`config.mk`:
```
export PLATFORM = sky130hd
export DESIGN_NAME = combo_decoder_sync
export DESIGN_NICKNAME = d
export VERILOG_FILES = /design/src/rtl/combo_pkg.sv /design/src/rtl/combo_decoder_sync_input_sync.sv /design/src/rtl/combo_decoder_sync.sv
export SDC_FILE = /design/constraint.sdc
export NUM_CORES = 1
export LEC_CHECK = 0
export CORE_MARGIN = 8
export CORE_UTILIZATION = 50
export DETAILED_ROUTE_END_ITERATION = 8
export HOLD_SLACK_MARGIN = 0.06
export PLACE_DENSITY = 0.77
export SYNTH_ARGS = -nofsm -noshare
export SYNTH_HDL_FRONTEND = slang
export SYNTH_SLANG_ARGS = --single-unit
```
`constraint.sdc`:
```
create_clock -name clk -period 2 [get_ports clk]
set_input_delay 0.4 -clock clk [delete_from_list [all_inputs] [get_ports clk]]
set_output_delay 0.4 -clock clk [all_outputs]
set_load 0.01 [all_outputs]
```
`src/rtl/combo_pkg.sv`:
```
// Shared constants and helpers for the button-combo decoders, so the plain
// combinational decoder and the clocked one agree on width and bit mapping.
package combo_pkg;

    localparam int N_IN_DEF     = 3;
    localparam int DEBOUNCE_DEF = 4;
    localparam int N_IN_MAX     = 6;

    // Width of the debounce counter: enough for DEBOUNCE_CYCLES-1, never below 1 bit.
    function automatic int cnt_width(input int cycles);
        return (cycles > 1) ? $clog2(cycles) : 1;
    endfunction

    function automatic logic [2**N_IN_MAX-1:0] onehot_decode(input logic [N_IN_MAX-1:0] idx);
        return {{(2**N_IN_MAX-1){1'b0}}, 1'b1} << idx;
    endfunction

endpackage

```
`src/rtl/combo_decoder_sync_input_sync.sv`:
```
// Multi-flop synchroniser for asynchronous board inputs; clears to 0 on reset.
module input_sync #(
    parameter int WIDTH  = 1,
    parameter int STAGES = 2
) (
    input  logic             clk,
    input  logic             rst,
    input  logic [WIDTH-1:0] d,
    output logic [WIDTH-1:0] q
);

    logic [STAGES-1:0][WIDTH-1:0] sr;

    always_ff @(posedge clk or posedge rst) begin
        if (rst) begin
            sr <= '0;
        end else begin
            sr <= {sr[STAGES-2:0], d};
        end
    end

    assign q = sr[STAGES-1];

endmodule

```
`src/rtl/combo_decoder_sync.sv`:
```
// Clocked button-combo decoder: synchronise, debounce the whole vector as one
// unit, then register a gated one-hot, a binary index and a change strobe.
module combo_decoder_sync
    import combo_pkg::*;
#(
    parameter int N_IN            = N_IN_DEF,
    parameter int DEBOUNCE_CYCLES = DEBOUNCE_DEF,
    parameter int SYNC_STAGES     = 2
) (
    input  logic                 clk,
    input  logic                 rst,
    input  logic                 enable,
    input  logic [N_IN-1:0]      btn_in,
    output logic [2**N_IN-1:0]   combo_onehot,
    output logic [N_IN-1:0]      combo_idx,
    output logic                 combo_strobe
);

    localparam int              OH_W    = 2**N_IN;
    localparam int              CW      = cnt_width(DEBOUNCE_CYCLES);
    localparam logic [CW-1:0]   CNT_MAX = CW'(DEBOUNCE_CYCLES - 1);

    logic [N_IN-1:0] syncd;
    logic [N_IN-1:0] cand,   cand_next;
    logic [CW-1:0]   cnt,    cnt_next;
    logic [N_IN-1:0] stable, stable_next;
    logic            accept;

    input_sync #(
        .WIDTH  (N_IN),
        .STAGES (SYNC_STAGES)
    ) u_input_sync (
        .clk (clk),
        .rst (rst),
        .d   (btn_in),
        .q   (syncd)
    );

    // Any change of the synchronised vector restarts the count; the candidate
    // is accepted only once the count has saturated.
    always_comb begin
        cand_next   = cand;
        cnt_next    = cnt;
        stable_next = stable;
        accept      = 1'b0;
        if (syncd != cand) begin
            cand_next = syncd;
            cnt_next  = '0;
        end else if (cnt != CNT_MAX) begin
            cnt_next = cnt + CW'(1);
        end else if (cand != stable) begin
            stable_next = cand;
            accept      = 1'b1;
        end
    end

    always_ff @(posedge clk or posedge rst) begin
        if (rst) begin
            cand   <= '0;
            cnt    <= '0;
            stable <= '0;
        end else begin
            cand   <= cand_next;
            cnt    <= cnt_next;
            stable <= stable_next;
        end
    end

    // Outputs follow stable_next so they land on the same edge as the accept.
    always_ff @(posedge clk or posedge rst) begin
        if (rst) begin
            combo_onehot <= '0;
            combo_idx    <= '0;
            combo_strobe <= 1'b0;
        end else begin
            combo_idx    <= stable_next;
            combo_onehot <= enable ? OH_W'(onehot_decode(N_IN_MAX'(stable_next))) : '0;
            combo_strobe <= accept & enable;
        end
    end

endmodule

```
==> impl_results.md <==
- Status: finished, final reports clean
- Pleak: 0.5987 nW
- Vias: 646
- Most common cell after layout, fill and taps aside: dfrtp_1
- CP Capture Type: primary output
- Warnings from Yosys: 0
- Non-filler cells, final: 125
- Power density over the cells: 638.9 mW/mm^2
- Total CTS buffers: 3
- VDD IR max: 0.4813 mV
- CTS sink count: 23
- Total design power: 777.8 uW
- Pre-antenna DRT Iters: 4
- Final setup TNS: 0 ns
- Gate power share: 8.2%
- First-pass GRT wire length: 3070 um
- All-Layer GR Usage: 11.11%
- Die area: 0.003727 sq mm
- Clk_skew: 0.005694 ns
- Slowest CP cell: clkdlybuf4s50_1
- Hold WS: 0.3659 ns
- Drt total wl: 1820 um
- Gr ovfl total: 0
- Switching share of total power: 24.42%
- Largest net degree at the start of global routing: 24
- Die X: 61.05 um
- # H-tree levels: 1
- Worst-Margin Slew: 0.3474 ns
- Hold Crit Depth: 0
- Syn nets: 89
- Internal: 587.9 uW
- FF-to-FF Start: cand[0]$_DFFE_PP0P_
- Synthesized cell area: 0.001015 sq mm
- Count of cell types in the netlist: 19
- ANT cells: 0
- Setup Slack @ Placement: 0.3627 ns
- Sequential element share of the synthesized area: 56.72%
- PnR worst setup slack: 0.1802 ns
- Initial antenna violation count: 0
- Area Overhead vs Synth: 19.98%
- NumNets Final: 106
- Port Buffers: 17
- Top delay family on crit path: buffers and inverters
- Clk_lat worst skew: 0.31 ns
- Dpl cells: 121
- Rel. slew slack: 76.84%
- Post-DRT Antenna Nets: 0
- Post-CTS sizing: 0
- Reg-to-reg setup timing slack: 0.51 ns
- Vias in the first global route: 696
- WL/cell: 14.56 um
- Number of setup buffers added after CTS: 0
- Core area: 0.001942 sq mm
- CTS tree: done
- Syn Area/Cell: 12.37 sq um
- Flops & latches, synth: 23
- Number of setup violations in the final report: 0
- Most frequent cells in the layout: dfrtp_1, clkdlybuf4s50_1, nand3_1, mux2i_1, nand2_1
- Hold wc startpoint: u_input_sync.sr[2]$_DFF_PP0_
- Crit path kind: reg -> out
- Worst hold path class: reg -> reg
- Fmax: 0.5495 GHz
- Reg power frac: 63.7%
- Io pins: 18
- Die H: 61.05 um
- Slowest stage delay, CP: 0.60 ns
- Synth area leaders: dfrtp_1, mux2i_1, xnor2_2
- CP required: 1.60 ns
- Via density: 5.168
- DRC Markers: 0
- Layout cells sized above 1: 14.29%
- Worst path buffer plus inverter count: 1
- Gate count after technology mapping: 82
- Clock network fraction of total power: 28.1%
- Critical Path Start Type: flip-flop
- Top cell type by total area after synthesis: dfrtp_1
- Clock root cell: clkbuf_4
- Fin area: 0.001217 sq mm
- Min-Delay Endpoint: u_input_sync.q[2]$_DFF_PP0_
- # hold bufs at CTS: 0
- Max_cap viols: 0
- Initial core utilization: 52.26%
- Max Buffers Root-to-Sink: 2
- RR Endpoint: combo_onehot[5]$_DFF_PP0_
- CP Cell Sequence: clkdlybuf4s50_1
- Worst-path clk slew: 0.13 ns
- Final Max Slew Viols: 0
- 1st-iter DRT viols: 18
- Fin util: 62.69%
- Placed instance area: 0.001187 sq mm
- CP arrival: 1.42 ns
- R2r worst-path depth: 4
- NetSw: 189.9 uW
- DPL Wire Length: 1301 um
- Post-synth top area share: 56.72%
- RePlAce Congestion: 0.8288
- RSZ-0062 raised after global routing: no
- Number of cell rows: 16
- Fillers: 165
- Tmin final: 1.820 ns
- Worst Path Max Fanout: 8
- Final hold vios: 0
- Tcrit/Tclk final: 90.99%
-- worst max-delay path by stage --
stage / cells past startpoint / start / end / slack (ns)
2_1_floorplan: 5 / cand[2]$_DFFE_PP0P_ / combo_idx[0]$_DFF_PP0_ / 0.61
3_3_place_gp: 4 / enable / combo_onehot[5]$_DFF_PP0_ / 0.50
3_5_place_dp: 4 / enable / combo_onehot[5]$_DFF_PP0_ / 0.36
4_1_cts: 1 / combo_idx[1]$_DFF_PP0_ / combo_idx[1] / 0.17
5_1_grt: 1 / combo_idx[1]$_DFF_PP0_ / combo_idx[1] / 0.10
6_report: 1 / combo_idx[1]$_DFF_PP0_ / combo_idx[1] / 0.18
-- power groups by stage --
stage	Combinational, mW	Clock [mW]	Sequential [mW]
floorplan	0.0517	0	0.496
global placement	0.0620	0	0.503
detailed placement	0.0643	0	0.504
CTS	0.0646	0.226	0.495
global route	0.0711	0.242	0.497
finish	0.0637	0.219	0.495
-- per-layer routing --
| metal | up-vias | wire length, um | track usage (%) |
|---|---|---|---|
| li1 | 299 | - | - |
| met1 | 323 | 809 | 13.02 |
| met2 | 20 | 889 | 18.36 |
| met3 | 4 | 93 | 2.505 |
| met4 | 0 | 27 | 5.980 |
| met5 | - | 0 | 0 |
-- cell families after synthesis --
group                      Yosys count  synth area share (%)
and+or+nand+nor                     29                 14.80
DFF                                 23                 56.72
muxes                               12                 12.58
buffers and inverters                9                 5.671
xor gates and xnor gates             7                 8.261
AOI/OAI and AO/OA                    1                0.7401
adders and majority gates            1                 1.233
-- flip-flops by register name (all words and copies together), names as in the netlist --
signal and cells:
u_input_sync.sr 3, combo_onehot 8, cnt 2, combo_strobe 1, u_input_sync.q 3, combo_idx 3, cand 3
-- Yosys cell counts --
cell type	number
and2b_1	1
buf_2	1
buf_6	3
clkbuf_1	4
dfrtp_1	23
ha_1	1
inv_1	1
mux2_2	2
mux2_4	1
mux2i_1	9
nand2_1	6
nand3_1	9
nand4_1	2
nand4_2	1
nor2_1	5
nor2b_1	5
o31ai_1	1
xnor2_2	3
xor2_1	4
-- cell type report --
type | count | area [sq um] | share of cell area [%]
flip-flops and latches | 23 | 575.6 | 47.28
multi-input cells | 50 | 381.6 | 31.35
repair buffers | 20 | 192.7 | 15.83
well taps | 27 | 33.78 | 2.775
clock buffers | 3 | 22.52 | 1.850
clock inverters | 1 | 7.507 | 0.6166
inverters | 1 | 3.754 | 0.3083
Power figures use the tool's default switching activity.
